File: config.mk
export PLATFORM = sky130hd
export DESIGN_NAME = parking_gate_arbiter
export DESIGN_NICKNAME = d
export VERILOG_FILES = /design/src/rtl/parking_gate_arbiter.sv
export SDC_FILE = /design/constraint.sdc
export NUM_CORES = 1
export LEC_CHECK = 0
export ABC_CLOCK_PERIOD_IN_PS = 3380
export BUFFER_PORTS_ARGS = -buffer_cell sky130_fd_sc_hd__buf_4
export CORE_MARGIN = 2
export CORE_UTILIZATION = 55
export CTS_CLUSTER_SIZE = 30
export DETAILED_ROUTE_END_ITERATION = 7
export MAX_ROUTING_LAYER = met4
export PLACE_DENSITY = 0.73
export SYNTH_ARGS = -nofsm -noshare
export SYNTH_HDL_FRONTEND = slang
export SYNTH_SLANG_ARGS = --single-unit
File: constraint.sdc
create_clock -name clk -period 3.38 [get_ports clk]
set_input_delay 0.676 -clock clk [delete_from_list [all_inputs] [get_ports clk]]
set_output_delay 0.676 -clock clk [all_outputs]
set_load 0.01 [all_outputs]
File: src/rtl/parking_gate_arbiter.sv
// parking_gate_arbiter
//   Controls one barrier gate that is shared by the entry lane and the exit
//   lane. It latches request edges from the debounced buttons and refuses
//   entry when the lot is full. When both lanes are waiting, it serves them
//   in round-robin order. It runs the open / pass / close / guard sequence
//   and keeps the occupancy count.
//
// Ports
//   clk          system clock
//   reset        synchronous, active-high reset
//   entry_btn    debounced entry request level
//   exit_btn     debounced exit request level
//   pass_sensor  debounced, high while a vehicle is under the gate
//   gate_open    registered, 1 = barrier raised
//   dir_in       registered, direction of current/last grant (1 = entry)
//   occupancy    registered count of parked vehicles
//   full         occupancy == CAPACITY
//   empty        occupancy == 0
//   grant_in     one-cycle pulse on an entry grant
//   grant_out    one-cycle pulse on an exit grant
//   reject       one-cycle pulse when an entry is refused (lot full)
//
// State table
//   state   | meaning
//   IDLE    | gate closed, arbitrating pending requests
//   OPEN    | gate raised, waiting up to OPEN_TIME for a vehicle
//   PASSING | vehicle under the gate, wait for it to clear (no timeout)
//   GUARD   | gate closed, hold-off before the next grant
module parking_gate_arbiter #(
  parameter int CAPACITY     = 8,
  parameter int CNT_W        = 4,
  parameter int OPEN_TIME    = 50_000_000,
  parameter int GUARD_CYCLES = 1_000_000
) (
  input  logic             clk,
  input  logic             reset,
  input  logic             entry_btn,
  input  logic             exit_btn,
  input  logic             pass_sensor,
  output logic             gate_open,
  output logic             dir_in,
  output logic [CNT_W-1:0] occupancy,
  output logic             full,
  output logic             empty,
  output logic             grant_in,
  output logic             grant_out,
  output logic             reject
);

  localparam int TMAX = (OPEN_TIME > GUARD_CYCLES) ? OPEN_TIME : GUARD_CYCLES;
  localparam int TW   = $clog2(TMAX + 1);

  localparam logic [TW-1:0]    OPEN_LOAD  = TW'(OPEN_TIME - 1);
  localparam logic [TW-1:0]    GUARD_LOAD = TW'(GUARD_CYCLES - 1);
  localparam logic [CNT_W-1:0] CAP        = CNT_W'(CAPACITY);

  typedef enum logic [1:0] {
    IDLE    = 2'd0,
    OPEN    = 2'd1,
    PASSING = 2'd2,
    GUARD   = 2'd3
  } state_t;

  state_t           state, state_n;
  logic [TW-1:0]    timer, timer_n;
  logic [CNT_W-1:0] occ_n;
  logic             gate_n, dir_n, gi_n, go_n, rj_n;
  logic             last_in, last_n;
  logic             pend_in, pend_out, pend_in_n, pend_out_n;
  logic             clr_in, clr_out, serve_in;
  logic             entry_q, exit_q;
  logic             entry_rise, exit_rise;

  assign full  = (occupancy == CAP);
  assign empty = (occupancy == '0);

  assign entry_rise = entry_btn & ~entry_q;
  assign exit_rise  = exit_btn & ~exit_q;

  // A set flag absorbs further edges. The flag is cleared only when it is
  // served or rejected.
  assign pend_in_n  = pend_in  ? ~clr_in  : entry_rise;
  assign pend_out_n = pend_out ? ~clr_out : exit_rise;

  always_ff @(posedge clk) begin
    if (reset) begin
      state     <= IDLE;
      timer     <= '0;
      gate_open <= 1'b0;
      dir_in    <= 1'b0;
      occupancy <= '0;
      grant_in  <= 1'b0;
      grant_out <= 1'b0;
      reject    <= 1'b0;
      pend_in   <= 1'b0;
      pend_out  <= 1'b0;
      last_in   <= 1'b1;
      // A button that is held through reset must not look like a new press.
      entry_q   <= entry_btn;
      exit_q    <= exit_btn;
    end else begin
      state     <= state_n;
      timer     <= timer_n;
      gate_open <= gate_n;
      dir_in    <= dir_n;
      occupancy <= occ_n;
      grant_in  <= gi_n;
      grant_out <= go_n;
      reject    <= rj_n;
      pend_in   <= pend_in_n;
      pend_out  <= pend_out_n;
      last_in   <= last_n;
      entry_q   <= entry_btn;
      exit_q    <= exit_btn;
    end
  end

  always_comb begin
    state_n  = state;
    timer_n  = timer;
    gate_n   = gate_open;
    dir_n    = dir_in;
    occ_n    = occupancy;
    last_n   = last_in;
    gi_n     = 1'b0;
    go_n     = 1'b0;
    rj_n     = 1'b0;
    clr_in   = 1'b0;
    clr_out  = 1'b0;
    serve_in = 1'b0;

    case (state)
      IDLE: begin
        if (pend_in && full) begin
          // The reject uses up this cycle. A waiting exit is served next cycle.
          clr_in = 1'b1;
          rj_n   = 1'b1;
        end else if (pend_in || pend_out) begin
          serve_in = pend_in && (!pend_out || !last_in);
          clr_in   = serve_in;
          clr_out  = !serve_in;
          last_n   = serve_in;
          dir_n    = serve_in;
          gi_n     = serve_in;
          go_n     = !serve_in;
          gate_n   = 1'b1;
          timer_n  = OPEN_LOAD;
          state_n  = OPEN;
        end
      end

      OPEN: begin
        if (pass_sensor) begin
          state_n = PASSING;
        end else if (timer == '0) begin
          gate_n  = 1'b0;
          timer_n = GUARD_LOAD;
          state_n = GUARD;
        end else begin
          timer_n = timer - TW'(1);
        end
      end

      PASSING: begin
        if (!pass_sensor) begin
          gate_n = 1'b0;
          if (dir_in) begin
            occ_n = (occupancy == CAP) ? occupancy : occupancy + CNT_W'(1);
          end else begin
            occ_n = (occupancy == '0) ? occupancy : occupancy - CNT_W'(1);
          end
          timer_n = GUARD_LOAD;
          state_n = GUARD;
        end
      end

      GUARD: begin
        if (timer == '0) begin
          state_n = IDLE;
        end else begin
          timer_n = timer - TW'(1);
        end
      end

      default: state_n = IDLE;
    endcase
  end

endmodule

==> run metrics, run 1 <==
die height=73.66 um; Max transition margin=31.08%; 1st-iter DRT viols=273; post-route ant nets=0; antenna diode instance count=0; number of global-route vias before repair=2480; Max-cap violations=0; Via Count=2646; CP delay by family, top=simple AND/OR/NAND/NOR gates; Netlist Area Pre-Place=2669 um^2; Layout area overhead=9.892%; Root Driver=clkbuf_8; Core ar.=4692 um^2; synthesized flop and latch total=42; initial core utilization=56.88%; GRT Total Usage=29.07%; fin crit period=2.990 ns; post-CTS setup buffers=0; Port Buf Inserts=15; Ports=16; WHS=0.4860 ns; HPWL after DPL=4951 um; Synth Net Count=346; Clock Tree Buf Depth=2; register share of total power=26.5%; final instance area=2933 um^2; Primary FF master, synth=dfxtp_1; Crit Path Class=register to register; grt total ovfl=0; vias per cell=6.716; Int Pwr=1.492 mW; placed cell area=2820 um^2; crit path DAT=3.15 ns; commonest cells after routing, fill and taps aside=dfxtp_1 (42), nor2_1 (34), a21oi_1 (28); Cells after Synth=331; most common cell after layout, fill and taps aside=dfxtp_1; area of the multi-input gates=1687 um^2; RSZ-0062 raised after global routing=false; FILL cells=423; PostCTS Resize Cnt=0; Slew @ Worst Pin=1.034 ns; type of the most critical hold path=input pin to register; DRC=0; H-tree Lvls=2; first-pass GRT wire length=11950 um; Syn Area/Cell=8.063 um^2; layout cells sized above 1=13.24%; DIE AREA=5426 um^2; Slowest-stage cell, CP=nor4_1; status=completed; final net count=355; Critical Path Start Type=register; Switching Share=49.20%; Post-CTS Hold Fix Bufs=0; WL per Instance=18.16 um; post-synth cell types=53; Leakage=1.076 nW; crit-path cells=inv_1, ha_1, or4b_1, nor4_1, nand2_1, o21ai_0, o32ai_1; power share of the clock group=14.0%; clk sinks=42; Total Power=2.937 mW; Comb pwr share=59.5%; row cnt=25; cell area power density=1001 nW/um^2; Seq/Total Area, Yosys=31.50%; Pre-Repair DR Iteration Count=5; Routed WL=7157 um; Max FO, Critical Path=6; skew final=0.009406 ns; GPL Wtd Cong=0.9745; # setup viols final=0; chip width=73.66 um; synth warn=0; Bufs and invs on worst path=1; Fin Setup TNS=0 ns; Register Area=840.8 um^2; peak supply drop=0.3571 mV; Worst Setup End Kind=register; number of synthesized flops with an enable pin=0; CTS Buf Count=5; max-slew violation count=0; Async SR Flop Fraction=0%; clock-pin slew on the worst setup and hold paths=0.08 ns; Worst EP required=3.54 ns; CP max stage delay=0.72 ns; largest net degree at the start of global routing=48; fmax=334.4 MHz; latest clock arrival within the worst-skew pair=0.30 ns; CTS tree=built; switching power=1.445 mW; final hold viol count=0; antenna violations before repair=0; fin crit share=88.46%
## per-layer routing
metal	GRT usage, %	wire [um]	vias up
met4	11.11	142	0
met1	39.09	3262	1235
met2	43.25	3287	105
li1	-	-	1288
met5	-	0	-
met3	5.350	466	18
## worst register-to-register path: stages, from the launching register on
cell and delay, ns:
dfxtp_1 0.37, inv_1 0.14, ha_1 0.17, or4b_1 0.49, nor4_1 0.72, nand2_1 0.15, o21ai_0 0.62, o32ai_1 0.19
## final timing paths
check	startpoint	end	slack, ns	cells after the start
setup / recovery	timer[0]	timer[22]	0.39	7
setup reg to reg	timer[0]	timer[22]	0.39	7
hold / removal	entry_btn	entry_q	0.49	1
hold reg to reg	timer[11]	timer[11]	0.50	2
## state kept, by name, indices dropped and copies added, names as in the netlist
signal,cells
occupancy,4
pend_out,1
timer,26
pend_in,1
last_in,1
grant_in,1
gate_open,1
dir_in,1
entry_q,1
reject,1
grant_out,1
exit_q,1
state,2
## cell type report
type | count | share of cell area [%]
clock buffer | 6 | 2.816
clock inverter | 1 | 1.024
inverter | 14 | 1.792
multi-input combinational | 254 | 57.51
sequential | 42 | 28.67
tap | 54 | 2.304
timing repair buffer | 23 | 5.887
## through the flow
stage | std cells | util (%) | setup slack, ns
2_1_floorplan | 331 | - | 0.8519
3_3_place_gp | 387 | 60.11 | 0.5191
3_5_place_dp | 387 | 60.11 | 0.4622
4_1_cts | 394 | 62.51 | 0.4347
5_1_grt | 394 | 62.51 | 0.1635
6_report | 394 | 62.51 | 0.3899
## power by group through the flow
stage / clock [mW] / sequential [mW] / combinational [mW]
finish: 0.412 / 0.777 / 1.75
global route: 0.437 / 0.797 / 1.93
CTS: 0.419 / 0.772 / 1.71
detailed placement: 0 / 0.782 / 1.69
global placement: 0 / 0.778 / 1.68
floorplan: 0 / 0.745 / 1.29
## logic make-up after synthesis
| kind of cell | count (synthesis) | synth area share [%] |
|---|---|---|
| fa+ha+maj | 10 | 4.970 |
| compound gates | 102 | 27.38 |
| simple gates | 134 | 28.08 |
| buf+inv | 35 | 5.297 |
| mux | 2 | 0.7970 |
| xor+xnor | 6 | 1.969 |
| flops | 42 | 31.51 |
## synth_stat cells (4+ instances only)
cell,count,area (um^2)
xnor2_1,5,43.79
or2_2,4,25.02
a2111oi_2,4,60.06
o21ai_0,15,75.07
or4_1,8,60.06
nor4_1,12,75.07
nand2b_1,7,43.79
or3_1,7,43.79
o32ai_1,7,61.31
nor2_1,34,127.6
o211ai_1,5,37.54
inv_1,14,52.55
ha_1,9,112.6
a211oi_1,11,82.58
a31oi_1,6,37.54
nand3_1,6,30.03
nand2_1,10,37.54
a21o_1,4,30.03
dfxtp_1,42,840.8
a21oi_1,28,140.1
clkbuf_1,17,63.81
o41ai_1,5,43.79
nor3_1,18,90.09
nand4_1,4,25.02
(Power assumes the default switching activity.)
==> run 2: changes to the inputs <==
--- a/config.mk
+++ b/config.mk
@@ -5,11 +5,10 @@
 export SDC_FILE = /design/constraint.sdc
 export NUM_CORES = 1
 export LEC_CHECK = 0
-export ABC_CLOCK_PERIOD_IN_PS = 3380
+export ABC_CLOCK_PERIOD_IN_PS = 3860
 export BUFFER_PORTS_ARGS = -buffer_cell sky130_fd_sc_hd__buf_4
 export CORE_MARGIN = 2
 export CORE_UTILIZATION = 55
-export CTS_CLUSTER_SIZE = 30
 export DETAILED_ROUTE_END_ITERATION = 7
 export MAX_ROUTING_LAYER = met4
 export PLACE_DENSITY = 0.73
==> constraint.sdc (replaced) <==
create_clock -name clk -period 3.86 [get_ports clk]
set_input_delay 0.579 -clock clk [delete_from_list [all_inputs] [get_ports clk]]
set_output_delay 0.579 -clock clk [all_outputs]
set_load 0.01 [all_outputs]
==> run 2 against run 1 <==
- non-clock buffer count is 5 lower
- critical path type unchanged
- highest routed layer unchanged
- combinational power shrank 15%
- critical path depth fell by 2
==> run metrics, run 2 (synthesis results as in run 1) <==
largest net degree at the start of global routing=48 (unchanged); met3 usage=5.761% (+0.41 points); layout cells sized above 1=11.94% (-1.3 points); Pre-Repair DR Iteration Count=5 (unchanged); DRC=0 (unchanged); CTS tree=built; GRT Total Usage=28.46% (-0.61 points); RSZ-0062 raised after global routing=false; status=completed; H-tree Lvls=2 (unchanged); Int Pwr=1.184 mW (-21%); Post-CTS Hold Fix Bufs=0 (unchanged); clk sinks=42 (unchanged); Crit Path Class=register to register; reg2reg setup slack=0.76 ns (+0.37 ns); 1st-iter DRT viols=306 (+12%); placed cell area=2783 um^2 (-1.3%); fin crit share=80.33% (-8.1 points); grt total ovfl=0 (unchanged); worst setup path start=timer[8]; initial core utilization=56.88% (unchanged); most common cell after layout, fill and taps aside=dfxtp_1; Max-cap violations=0 (unchanged); Most flops, register=timer; Via Count=2648 (+0.076%); Max transition margin=26.83% (-4.2 points); power share of the clock group=11.3% (-2.7 points); Comb pwr share=60.8% (+1.3 points); final hold viol count=0 (unchanged); first-pass GRT wire length=11690 um (-2.2%); Critical Path Start Type=register; Leakage=1.040 nW (-3.4%); post-route ant nets=0 (unchanged); Total Power=2.427 mW (-17%); switching power=1.244 mW (-14%); register share of total power=27.9% (+1.4 points); chip width=73.66 um (unchanged); Port Buf Inserts=15 (unchanged); max reg flops=26 (unchanged); Worst Setup End Kind=register; max-slew violation count=0 (unchanged); vias per cell=6.807 (+1.4%); Switching Share=51.23% (+2.0 points); Slew @ Worst Pin=1.098 ns (+0.06375 ns); row cnt=25 (unchanged); crit path to=timer[24]; crit path DAT=3.26 ns (+0.11 ns); routing usage on met2=43.15% (-0.099 points); DIE AREA=5426 um^2 (unchanged); skew final=0.01666 ns (+0.007255 ns); Worst EP required=4.02 ns (+0.48 ns); Routed WL=6994 um (-2.3%); # setup viols final=0 (unchanged); final instance area=2861 um^2 (-2.4%); antenna violations before repair=0 (unchanged); Core ar.=4692 um^2 (unchanged); fmax=322.5 MHz (-3.6%); Max FO, Critical Path=12 (+6); type of the most critical hold path=input pin to register; Ports=16 (unchanged); final net count=350 (-1.4%); antenna diode instance count=0 (unchanged); Post-Route Utilization=60.99% (-1.5 points); die height=73.66 um (unchanged); FF-to-FF path depth=5 (-2); busiest grt layer=met2; CTS Buf Count=5 (unchanged); clock-pin slew on the worst setup and hold paths=0.08 ns (about the same); HPWL after DPL=4955 um (about the same); Root Driver=clkbuf_8; WL per Instance=17.98 um (-1.0%); fin crit period=3.101 ns (+0.1108 ns); post-CTS setup buffers=0 (unchanged); RR Startpoint=timer[8]; latest clock arrival within the worst-skew pair=0.31 ns (about the same); PostCTS Resize Cnt=0 (unchanged); commonest cells after routing, fill and taps aside=dfxtp_1 (42), nor2_1 (34), a21oi_1 (28); peak supply drop=0.3380 mV (-5.4%); number of global-route vias before repair=2376 (-4.2%); GPL Wtd Cong=0.9689 (-0.57%); FF-to-FF End=timer[24]; grt met1 use=38.44% (-0.65 points); Layout area overhead=7.220%; cell area power density=848.3 nW/um^2 (-15%); Clock Tree Buf Depth=2 (unchanged); Fin Setup TNS=0 ns (unchanged); Largest regs=timer: 26 flops, occupancy: 4 flops, state: 2 flops
[run 2: power by group through the flow]
| stage | registers [mW] | logic (mW) | clock network, mW |
|---|---|---|---|
| finish | 0.677 | 1.48 | 0.275 |
| global route | 0.695 | 1.63 | 0.297 |
| detailed placement | 0.682 | 1.44 | 0 |
| CTS | 0.672 | 1.45 | 0.281 |
| global placement | 0.677 | 1.42 | 0 |
| floorplan | 0.652 | 1.13 | 0 |
[run 2: layout make-up]
class	count	area [um^2]
Fill cell	442	1831
Multi-Input combinational cell	254	1687
Sequential cell	42	840.8
Timing Repair Buffer	18	135.1
Clock buffer	5	68.82
Tap cell	54	67.56
Inverter	14	52.55
Clock inverter	2	10.01
[run 2: how the worst min path moves through the flow]
stage | depth (start not counted) | from | slack (ns) | end
floorplan | 2 | timer[20] | 0.46 | timer[20]
global placement | 2 | last_in | 0.49 | last_in
detailed placement | 2 | last_in | 0.50 | last_in
CTS | 1 | exit_btn | 0.39 | exit_q
global route | 1 | exit_btn | 0.38 | exit_q
finish | 1 | exit_btn | 0.39 | exit_q
[run 2: through the flow]
stage          cells  worst slack [ns]  hold WS, ns
2_1_floorplan    331             1.332       0.4591
3_3_place_gp     382            0.7528       0.4858
3_5_place_dp     382            0.8434       0.5018
4_1_cts          389            0.7669       0.3854
5_1_grt          389            0.4565       0.3830
6_report         389            0.7591       0.3919
[run 2: worst max-delay path, cell delays in order, from the launching register on]
cell and delay [ns]:
dfxtp_1 0.36, nor4_1 0.75, nand4_1 0.65, o31a_1 0.65
a21oi_1 0.46, a211oi_1 0.09
[run 2: per-layer routing]
| layer | wire, um | part of all wire (%) |
|---|---|---|
| met4 | 119 | 1.7 |
| met1 | 3259 | 47 |
| met3 | 340 | 4.9 |
| met2 | 3274 | 47 |
| met5 | 0 | 0 |
==> run 3: changes to the inputs <==
--- a/config.mk
+++ b/config.mk
@@ -5,7 +5,7 @@
 export SDC_FILE = /design/constraint.sdc
 export NUM_CORES = 1
 export LEC_CHECK = 0
-export ABC_CLOCK_PERIOD_IN_PS = 3860
+export ABC_CLOCK_PERIOD_IN_PS = 3030
 export BUFFER_PORTS_ARGS = -buffer_cell sky130_fd_sc_hd__buf_4
 export CORE_MARGIN = 2
 export CORE_UTILIZATION = 55
==> constraint.sdc (replaced) <==
create_clock -name clk -period 3.03 [get_ports clk]
set_input_delay 0.4545 -clock clk [delete_from_list [all_inputs] [get_ports clk]]
set_output_delay 0.4545 -clock clk [all_outputs]
set_load 0.01 [all_outputs]
==> run 3 against run 2 <==
- flip-flop and latch count stayed put
- critical endpoint is now timer[5]
- largest cell class unchanged
- power is 34% higher
- global-route usage is 0.95 points higher
- first-iteration DRC count is 29% lower
- die area stayed put
==> run metrics, run 3 (synthesis results as in run 1) <==
layout cells sized above 1=14.99% (+3.0 points); Slowest-stage cell, CP=or4_4; GPL Wtd Cong=0.9247 (-4.6%); Bufs and invs on worst path=1 (+1); antenna violations before repair=0 (unchanged); Ports=16 (unchanged); Max-cap violations=0 (unchanged); vias per cell=6.653 (-2.3%); peak supply drop=0.5732 mV (+70%); Port Buf Inserts=15 (unchanged); latest clock arrival within the worst-skew pair=0.31 ns (about the same); chip width=73.66 um (unchanged); Most flops, register=timer; Clock Tree Buf Depth=2 (unchanged); Layout area overhead=10.74%; 1st-iter DRT viols=216 (-29%); FF-to-FF End=timer[5]; cell area power density=1101 nW/um^2 (+30%); final net count=361 (+3.1%); HPWL after DPL=5040 um (+1.7%); commonest cells after routing, fill and taps aside=dfxtp_1 (42), nor2_1 (34), buf_4 (29); GRT Total Usage=29.42% (+0.95 points); Post-CTS Hold Fix Bufs=0 (unchanged); most common cell after layout, fill and taps aside=dfxtp_1; Via Count=2668 (+0.76%); CP delay by family, top=simple AND/OR/NAND/NOR gates; fmax=368.1 MHz (+14%); Critical Path Start Type=register; max-slew violation count=0 (unchanged); DIE AREA=5426 um^2 (unchanged); H-tree Lvls=2 (unchanged); CTS Buf Count=5 (unchanged); skew final=0.007447 ns (-0.009213 ns); crit path DAT=2.92 ns (-0.34 ns); Core ar.=4692 um^2 (unchanged); FILL cells=437 (-1.1%); PostCTS Resize Cnt=0 (unchanged); post-CTS setup buffers=0 (unchanged); crit-path cells=inv_1, ha_1, or4b_1, or4_4, o311ai_4, nor2_4, a2111oi_2; hold depth=1 (unchanged); FF-to-FF path depth=7 (+2); initial core utilization=56.88% (unchanged); clk sinks=42 (unchanged); RR Startpoint=timer[0]; Slew @ Worst Pin=0.6078 ns (-0.4897 ns); Pre-Repair DR Iteration Count=5 (unchanged); worst hold start=entry_btn; Routed WL=7160 um (+2.4%); die height=73.66 um (unchanged); max reg flops=26 (unchanged); Worst Setup End Kind=register; Max FO, Critical Path=7 (-5); grt total ovfl=0 (unchanged); fin crit period=2.717 ns (-0.3840 ns); reg2reg setup slack=0.31 ns (-0.45 ns); clock-pin slew on the worst setup and hold paths=0.08 ns (about the same); Leakage=1.093 nW (+5.1%); first-pass GRT wire length=12030 um (+3.0%); WHS=0.2534 ns (-0.1385 ns); number of global-route vias before repair=2489 (+4.8%); CP max stage delay=0.61 ns (-0.14 ns); hold path endpoint=entry_q; RSZ-0062 raised after global routing=false; Crit Path Class=register to register; CTS tree=built; final hold viol count=0 (unchanged); Max transition margin=59.23% (+32 points); fin crit share=89.67% (+9.3 points); Fin Setup TNS=0 ns (unchanged); type of the most critical hold path=input pin to register; Largest regs=timer: 26 flops, occupancy: 4 flops, state: 2 flops; # setup viols final=0 (unchanged); largest net degree at the start of global routing=48 (unchanged); post-route ant nets=0 (unchanged); Root Driver=clkbuf_8; status=completed; WL per Instance=17.86 um (-0.69%); antenna diode instance count=0 (unchanged); row cnt=25 (unchanged); DRC=0 (unchanged); Worst EP required=3.24 ns (-0.78 ns)
run 3: changes by cell type in the layout (fill, tap and decap cells not counted), sizes merged:
cell	delta
buf	+11
clkinvlp	+1
run 3: layout make-up:
cell class | count | area [um^2] | share of cell area (%)
clock buffers | 5 | 68.82 | 2.329
multi-input cells | 254 | 1687 | 57.07
inverters | 14 | 52.55 | 1.778
clock inverters | 3 | 21.27 | 0.7197
repair buffers | 29 | 217.7 | 7.367
flip-flops and latches | 42 | 840.8 | 28.45
well taps | 54 | 67.56 | 2.286
run 3: power by group:
part	total, mW	internal [mW]	leakage [nW]	switching (mW)
Clock	0.371	0.162	0.0441	0.209
Sequential	0.858	0.695	0.345	0.163
Combinational	2.02	0.758	0.704	1.27
Total	3.25	1.61	1.09	1.64
run 3: worst max-delay path by stage:
stage / end / depth (start not counted) / from
after detailed placement: timer[3] / 7 / timer[0]
after global placement: timer[3] / 7 / timer[0]
after global routing: timer[0] / 8 / timer[0]
final: timer[5] / 7 / timer[0]
after floorplan: timer[4] / 8 / timer[0]
after CTS: timer[3] / 7 / timer[0]
run 3: stage by stage:
stage	cells	instance area, um^2	power (mW)	setup slack, ns	utilization, %
after floorplan	331	2669	2.264	0.5019	-
after global placement	393	2865	2.803	0.4280	61.07
after detailed placement	393	2865	2.828	0.3607	61.07
after CTS	401	2955	3.209	0.3303	62.99
after global routing	401	2955	3.506	0.1320	62.99
final	401	2955	3.253	0.3131	62.99
run 3: per-layer routing:
metal	wire length [um]	track usage (%)	vias to the layer above
li1	-	-	1293
met1	3341	39.73	1261
met2	3285	42.36	99
met3	374	5.213	15
met4	159	13.94	0
met5	0	-	-
run 3: worst register-to-register path, delay by kind of cell, from the launching register on:
family	cells	cell delay [ns]
and+or+nand+nor	3	1.21
buffers and inverters	1	0.14
adders and majority gates	1	0.17
AOI/OAI and AO/OA	2	0.73
DFF	1	0.37
